===== src/rtl/sipo_deframer.sv =====
// MSB-first serial receive stage: aligns on frame_start, assembles WIDTH data bits
// (plus an optional even-parity bit) and hands words out through a one-entry buffer.
module sipo_deframer #(
  parameter int WIDTH     = 4,
  parameter bit PARITY_EN = 1'b0
) (
  input  logic             clk,
  input  logic             reset_n,
  input  logic             serial_in,
  input  logic             serial_valid,
  input  logic             frame_start,
  output logic [WIDTH-1:0] out_data,
  output logic             out_valid,
  input  logic             out_ready,
  output logic             parity_err,
  output logic             overrun,
  input  logic             overrun_clr,
  output logic             busy
);

  localparam int CW = $clog2(WIDTH + 1);

  typedef enum logic [1:0] {
    IDLE = 2'd0,
    DATA = 2'd1,
    PAR  = 2'd2
  } state_t;

  state_t           state;
  state_t           state_nxt;
  logic [CW-1:0]    cnt;
  logic [WIDTH-1:0] shreg;

  logic             start;
  logic             bit_take;
  logic             last_data;
  logic             commit;
  logic [WIDTH-1:0] commit_data;
  logic             commit_perr;
  logic             buf_free;

  // A frame_start bit always wins: it restarts assembly from any state.
  assign start     = serial_valid & frame_start;
  assign bit_take  = serial_valid & ~frame_start;
  assign last_data = (state == DATA) && bit_take && (cnt == CW'(WIDTH - 1));
  assign buf_free  = ~out_valid | out_ready;

  // Without parity the word completes with the bit being sampled now; with parity
  // the data is already in shreg and the current bit is the parity bit.
  assign commit      = PARITY_EN ? ((state == PAR) && bit_take) : last_data;
  assign commit_data = PARITY_EN ? shreg : {shreg[WIDTH-2:0], serial_in};
  assign commit_perr = PARITY_EN ? ^{shreg, serial_in} : 1'b0;

  // State register
  // NOTE: sequential state uses non-blocking (<=) so every flop samples pre-edge values.
  always_ff @(posedge clk or negedge reset_n) begin
    if (!reset_n) state <= IDLE;
    else          state <= state_nxt;
  end

  // Next-state logic
  // NOTE: state_nxt gets a default first so no path leaves it unassigned (no latch).
  always_comb begin
    state_nxt = state;
    if (start) begin
      state_nxt = DATA;
    end else begin
      case (state)
        DATA: if (last_data) state_nxt = PARITY_EN ? PAR : IDLE;
        PAR:  if (bit_take)  state_nxt = IDLE;
        default: state_nxt = state;
      endcase
    end
  end

  // Output logic
  always_comb begin
    busy = (state != IDLE);
  end

  // Frame assembly keeps running even when the holding buffer is full.
  always_ff @(posedge clk or negedge reset_n) begin
    if (!reset_n) begin
      shreg <= '0;
      cnt   <= '0;
    end else if (start) begin
      shreg <= {{(WIDTH-1){1'b0}}, serial_in};
      cnt   <= CW'(1);
    end else if ((state == DATA) && bit_take) begin
      shreg <= {shreg[WIDTH-2:0], serial_in};
      cnt   <= cnt + CW'(1);
    end
  end

  // Holding buffer: a commit into a free slot replaces any word being accepted now.
  always_ff @(posedge clk or negedge reset_n) begin
    if (!reset_n) begin
      out_data   <= '0;
      out_valid  <= 1'b0;
      parity_err <= 1'b0;
    end else if (commit && buf_free) begin
      out_data   <= commit_data;
      out_valid  <= 1'b1;
      parity_err <= commit_perr;
    end else if (out_valid && out_ready) begin
      out_valid  <= 1'b0;
    end
  end

  // Sticky overrun; a drop in the same cycle as a clear keeps the flag set.
  always_ff @(posedge clk or negedge reset_n) begin
    if (!reset_n)               overrun <= 1'b0;
    else if (commit && !buf_free) overrun <= 1'b1;
    else if (overrun_clr)       overrun <= 1'b0;
  end

endmodule

===== config.mk =====
export PLATFORM = sky130hd
export DESIGN_NAME = sipo_deframer
export DESIGN_NICKNAME = d
export VERILOG_FILES = /design/src/rtl/sipo_deframer.sv
export SDC_FILE = /design/constraint.sdc
export NUM_CORES = 1
export LEC_CHECK = 0
export CORE_UTILIZATION = 46
export DETAILED_ROUTE_END_ITERATION = 7
export HOLD_SLACK_MARGIN = 0.12
export PLACE_DENSITY = 0.75
export SYNTH_ARGS = -nofsm -noshare
export SYNTH_HDL_FRONTEND = slang
export SYNTH_SLANG_ARGS = --single-unit

===== constraint.sdc =====
create_clock -name clk -period 1.64 [get_ports clk]
set_input_delay 0.328 -clock clk [delete_from_list [all_inputs] [get_ports clk]]
set_output_delay 0.328 -clock clk [all_outputs]
set_load 0.01 [all_outputs]

=== After elaboration in Yosys (flattened, before gate mapping) ===
Cells that the tools add are included.

* Bits in registers: 14
* Bits in latches: 0
* RAM bits: 0
* Memory bits (read-only): 0
* Input port bits: 7
* Output and inout port bits: 8
* Logic and storage cells: 41
* Memories kept: 0

* Add/subtract/negate cells: 1
* Multipliers: 0
* Divide/modulo/power cells: 0
* $lt $le $gt $ge: 0
* Equal/unequal tests: 5
* Shift-type cells: 0
* Multiplexer cells: 12
* Bitwise operators: 5
* Reductions and logical operators: 12

{| class="wikitable"
|+ Operators by type and width
! kind !! count
|-
| two-way mux 3 bit || 4
|-
| nonzero test 2 bit || 4
|-
| two-way mux 2 bit || 3
|-
| inequality test 3 bit, second input constant || 2
|-
| logical AND 1 bit || 5
|-
| two-way mux 1 bit || 4
|-
| case mux 2 bit (2 select lines) || 1
|-
| adder 3 x 1 -> 3 bit, second input constant || 1
|-
| == test 3 x 2 -> 1 bit, second input constant || 1
|-
| AND reduction 3 bit || 1
|-
| nonzero test 3 bit || 1
|-
| bitwise AND 1 bit || 2
|-
| == test 2 x 1 -> 1 bit, second input constant || 1
|-
| == test 2 bit, second input constant || 1
|-
| NOT 1 bit || 2
|-
| zero test 1 bit || 1
|-
| bitwise OR 1 bit || 1
|}

=== Longest topological paths before layout ===
* Depth after elaboration: 7
* Depth in mapped cells: 5

=== Worst setup path before layout ===
OpenSTA, ideal clock, no wires.

* Path type: reg2reg
* Start point: reg cnt[0]
* End point: reg out_data[0]
* Data arrival time: 1.338 ns
* Data required time: 1.515 ns
* Setup slack: 0.177 ns
* Cell stages (with the launch flop): 6
* Path through: dfrtp_1 -> ha_1 -> ha_1 -> nand4b_4 -> nor2b_4 -> mux2_4

* Cells in the longest elaborated chain, start to end: 3

{| class="wikitable"
|+ Ends and longest elaborated chain
! what !! line !! source
|-
| start, declared || 31 || <nowiki>logic [CW-1:0] cnt;</nowiki>
|-
| start signal, assigned || 91 || <nowiki>cnt <= cnt + CW'(1);</nowiki>
|-
| == test 3 x 2 -> 1 bit || 45 || <nowiki>assign last_data = (state == DATA) && bit_take && (cnt == CW'(WIDTH - 1));</nowiki>
|-
| logical AND 1 bit || 45 ||
|-
| logical AND 1 bit || 101 || <nowiki>end else if (commit && buf_free) begin</nowiki>
|-
| end signal, assigned || 102 || <nowiki>out_data <= commit_data;</nowiki>
|-
| end, declared || 12 || <nowiki>output logic [WIDTH-1:0] out_data,</nowiki>
|}

Every way passes these cells.
A chain may end at the register's enable or synchronous reset.

=== Final worst setup path ===
Ends and elaborated chain as after synthesis.

==> run metrics <==
I/O pin count=15; htree depth=1; crit path time final=1.53 ns; DRT Wirelength=1170 microns; Netlist cell types=19; initial core utilization=49.1%; top cells by area, synth=dfrtp_1, mux2_4, o22ai_1; reg2reg setup slack=0.11 ns; Final ANT Viol Nets=0; Clock transition at path regs=0.08 ns; ANT cells=0; Setup crit end kind=flop; Required @ worst endpoint=1.80 ns; CTS Hold Bufs=0; CTS sink cnt=13; clock root buffer=clkbuf_4; area post-placement=822 sq um; Syn Area/Cell=12.8 sq um; Critical Path AT=1.70 ns; drt wl/cell=13.1 microns; # port buffers=13; via count of the first global-routing pass=469; Final nets=84; fin cells=89; Post-Synthesis Cells=50; first-pass GRT wire length=1970 microns; FILL cells=107; FF/Latch Area=325 sq um; Worst setup startpoint=cnt[0]$_DFFE_PN0P_; Design Area, Final=863 sq um; syn_nets=59; Chip Width=39.3 microns; First DRT Iteration DRCs=10; CTS tree=done; Worst R2R Path Depth=5; global route total overflow=0; Yosys top cell area share=50.9%; DR DRC count=0; Worst Path Max Fanout=4; gp weighted congestion=0.728; Final setup viols=0; largest net degree at the start of global routing=14; Syn. warnings=0; Worst-Skew Late Latency=0.28 ns; GRT Total Usage=20.5%; vias per cell=5.29; post-synth top area cell=dfrtp_1; Placed Instances=83; Synth Cell Area=639 sq um; Worst R2R End=out_data[0]$_DFFE_PN0P_; Pwr Total=1.32 mW; Core Area=1300 sq um; Leakage=0.399 nW; sequential area share after synthesis=50.9%; Area growth syn-to-layout=35.0%; Synth Register Bits=13; Fin Hold WS=0.347 ns; clk_skew=0.00508 ns; num rows=13; Num CTS Buffers=3; Die H=39.3 microns; Multi-input gate area=269 sq um; layout cell share with drive strength beyond 1=29.7%; DR pass1 iterations=4; clk buf depth=2; final hold vios=0; max frequency=652 MHz; vias=471; die area=1540 sq um; Crit Reg-Reg Startpoint=cnt[0]$_DFFE_PN0P_; DP Wirelength=868 microns; critical path class=reg -> reg; HP Class=in -> async; Max rail drop VDD=794 uV; RSZ-0062 raised after global routing=false; max_cap viols=0; final slew viol count=0; commonest non-fill, non-tap cells in the layout=dfrtp_1, clkdlybuf4s50_1, buf_4; status=completed; antenna violations before repair=0; final worst-path cycle share=93.5%; CP startpoint kind=flop; PwrDens=1530 nW/um^2
routing by layer:
metal | share of wire, % | vias to the layer above | routed length, microns | GRT usage (%)
met4 | 4.4 | 0 | 52 | 19.8
met2 | 46 | 19 | 542 | 32.1
met5 | 0 | - | 0 | 0
met1 | 44 | 222 | 512 | 22.4
met3 | 5.3 | 6 | 62 | 4.55
li1 | - | 224 | - | -
stage by stage:
step           utilization (%)  worst slack [ns]  setup TNS (ns)
3_3_place_gp              63.2            0.0177               0
3_5_place_dp              63.2           -0.0142         -0.0381
4_1_cts                   65.2            0.0533               0
5_1_grt                   66.3            0.0236               0
6_report                  66.3             0.106               0
2_1_floorplan                -             0.177               0
repair_timing:
item	4_1_cts	5_1_grt
setup endpoints to repair	0	4
buffers inserted	0	2
resized for setup	0	0
report_power, final:
| group | total, mW | internal (mW) | switching, mW |
|---|---|---|---|
| clock network | 0.200 | 0.0944 | 0.106 |
| logic | 0.622 | 0.376 | 0.246 |
| registers | 0.495 | 0.434 | 0.0615 |
area by class of cell:
| type | count | area share, % |
|---|---|---|
| sequential | 13 | 37.7 |
| inverter | 5 | 2.17 |
| timing repair buffer | 23 | 23.8 |
| tap | 15 | 2.17 |
| clock buffer | 4 | 3.04 |
| multi-input combinational | 29 | 31.2 |
critical path: stages, from the launching register on:
cell and delay [ns]:
dfrtp_1 0.38, ha_1 0.16, ha_1 0.22, nand4b_4 0.13, nor2b_4 0.20, mux2_4 0.32
flip-flops by register name, summed over array words and instances (netlist names):
| register | flops |
|---|---|
| out_valid | 1 |
| overrun | 1 |
| cnt | 3 |
| state | 1 |
| out_data | 4 |
| shreg | 3 |
worst max-delay path by stage:
stage	endpoint	slack, ns	depth (start not counted)
finish	out_data[0]$_DFFE_PN0P_	0.11	5
global route	out_data[2]$_DFFE_PN0P_	0.02	5
CTS	busy	0.05	1
detailed placement	out_data[0]$_DFFE_PN0P_	-0.01	4
global placement	out_data[3]$_DFFE_PN0P_	0.02	4
floorplan	out_data[0]$_DFFE_PN0P_	0.18	5
cells in the mapped netlist (all sizes together):
cell / n
o22ai: 5
buf: 3
inv: 5
mux2: 6
nand4b: 1
nor2b: 1
conb: 1
nand2: 3
nand3: 2
dfrtp: 13
a22o: 1
o21ai: 1
nand2b: 1
ha: 2
o22a: 3
o21a: 2
cell families (layout without fill, tap and decap cells):
family	count (synthesis)	after routing	share of synthesized area, %
AND/OR/NAND/NOR	8	8	10.6
multiplexers	6	6	13.5
adder cells (fa/ha/maj)	2	2	3.91
buffers and inverters	8	32	7.04
flip-flops	13	13	50.9
other	1	1	0.587
AO/OA/AOI/OAI	12	12	13.5
Note: power is estimated with default switching activity, not from simulation.
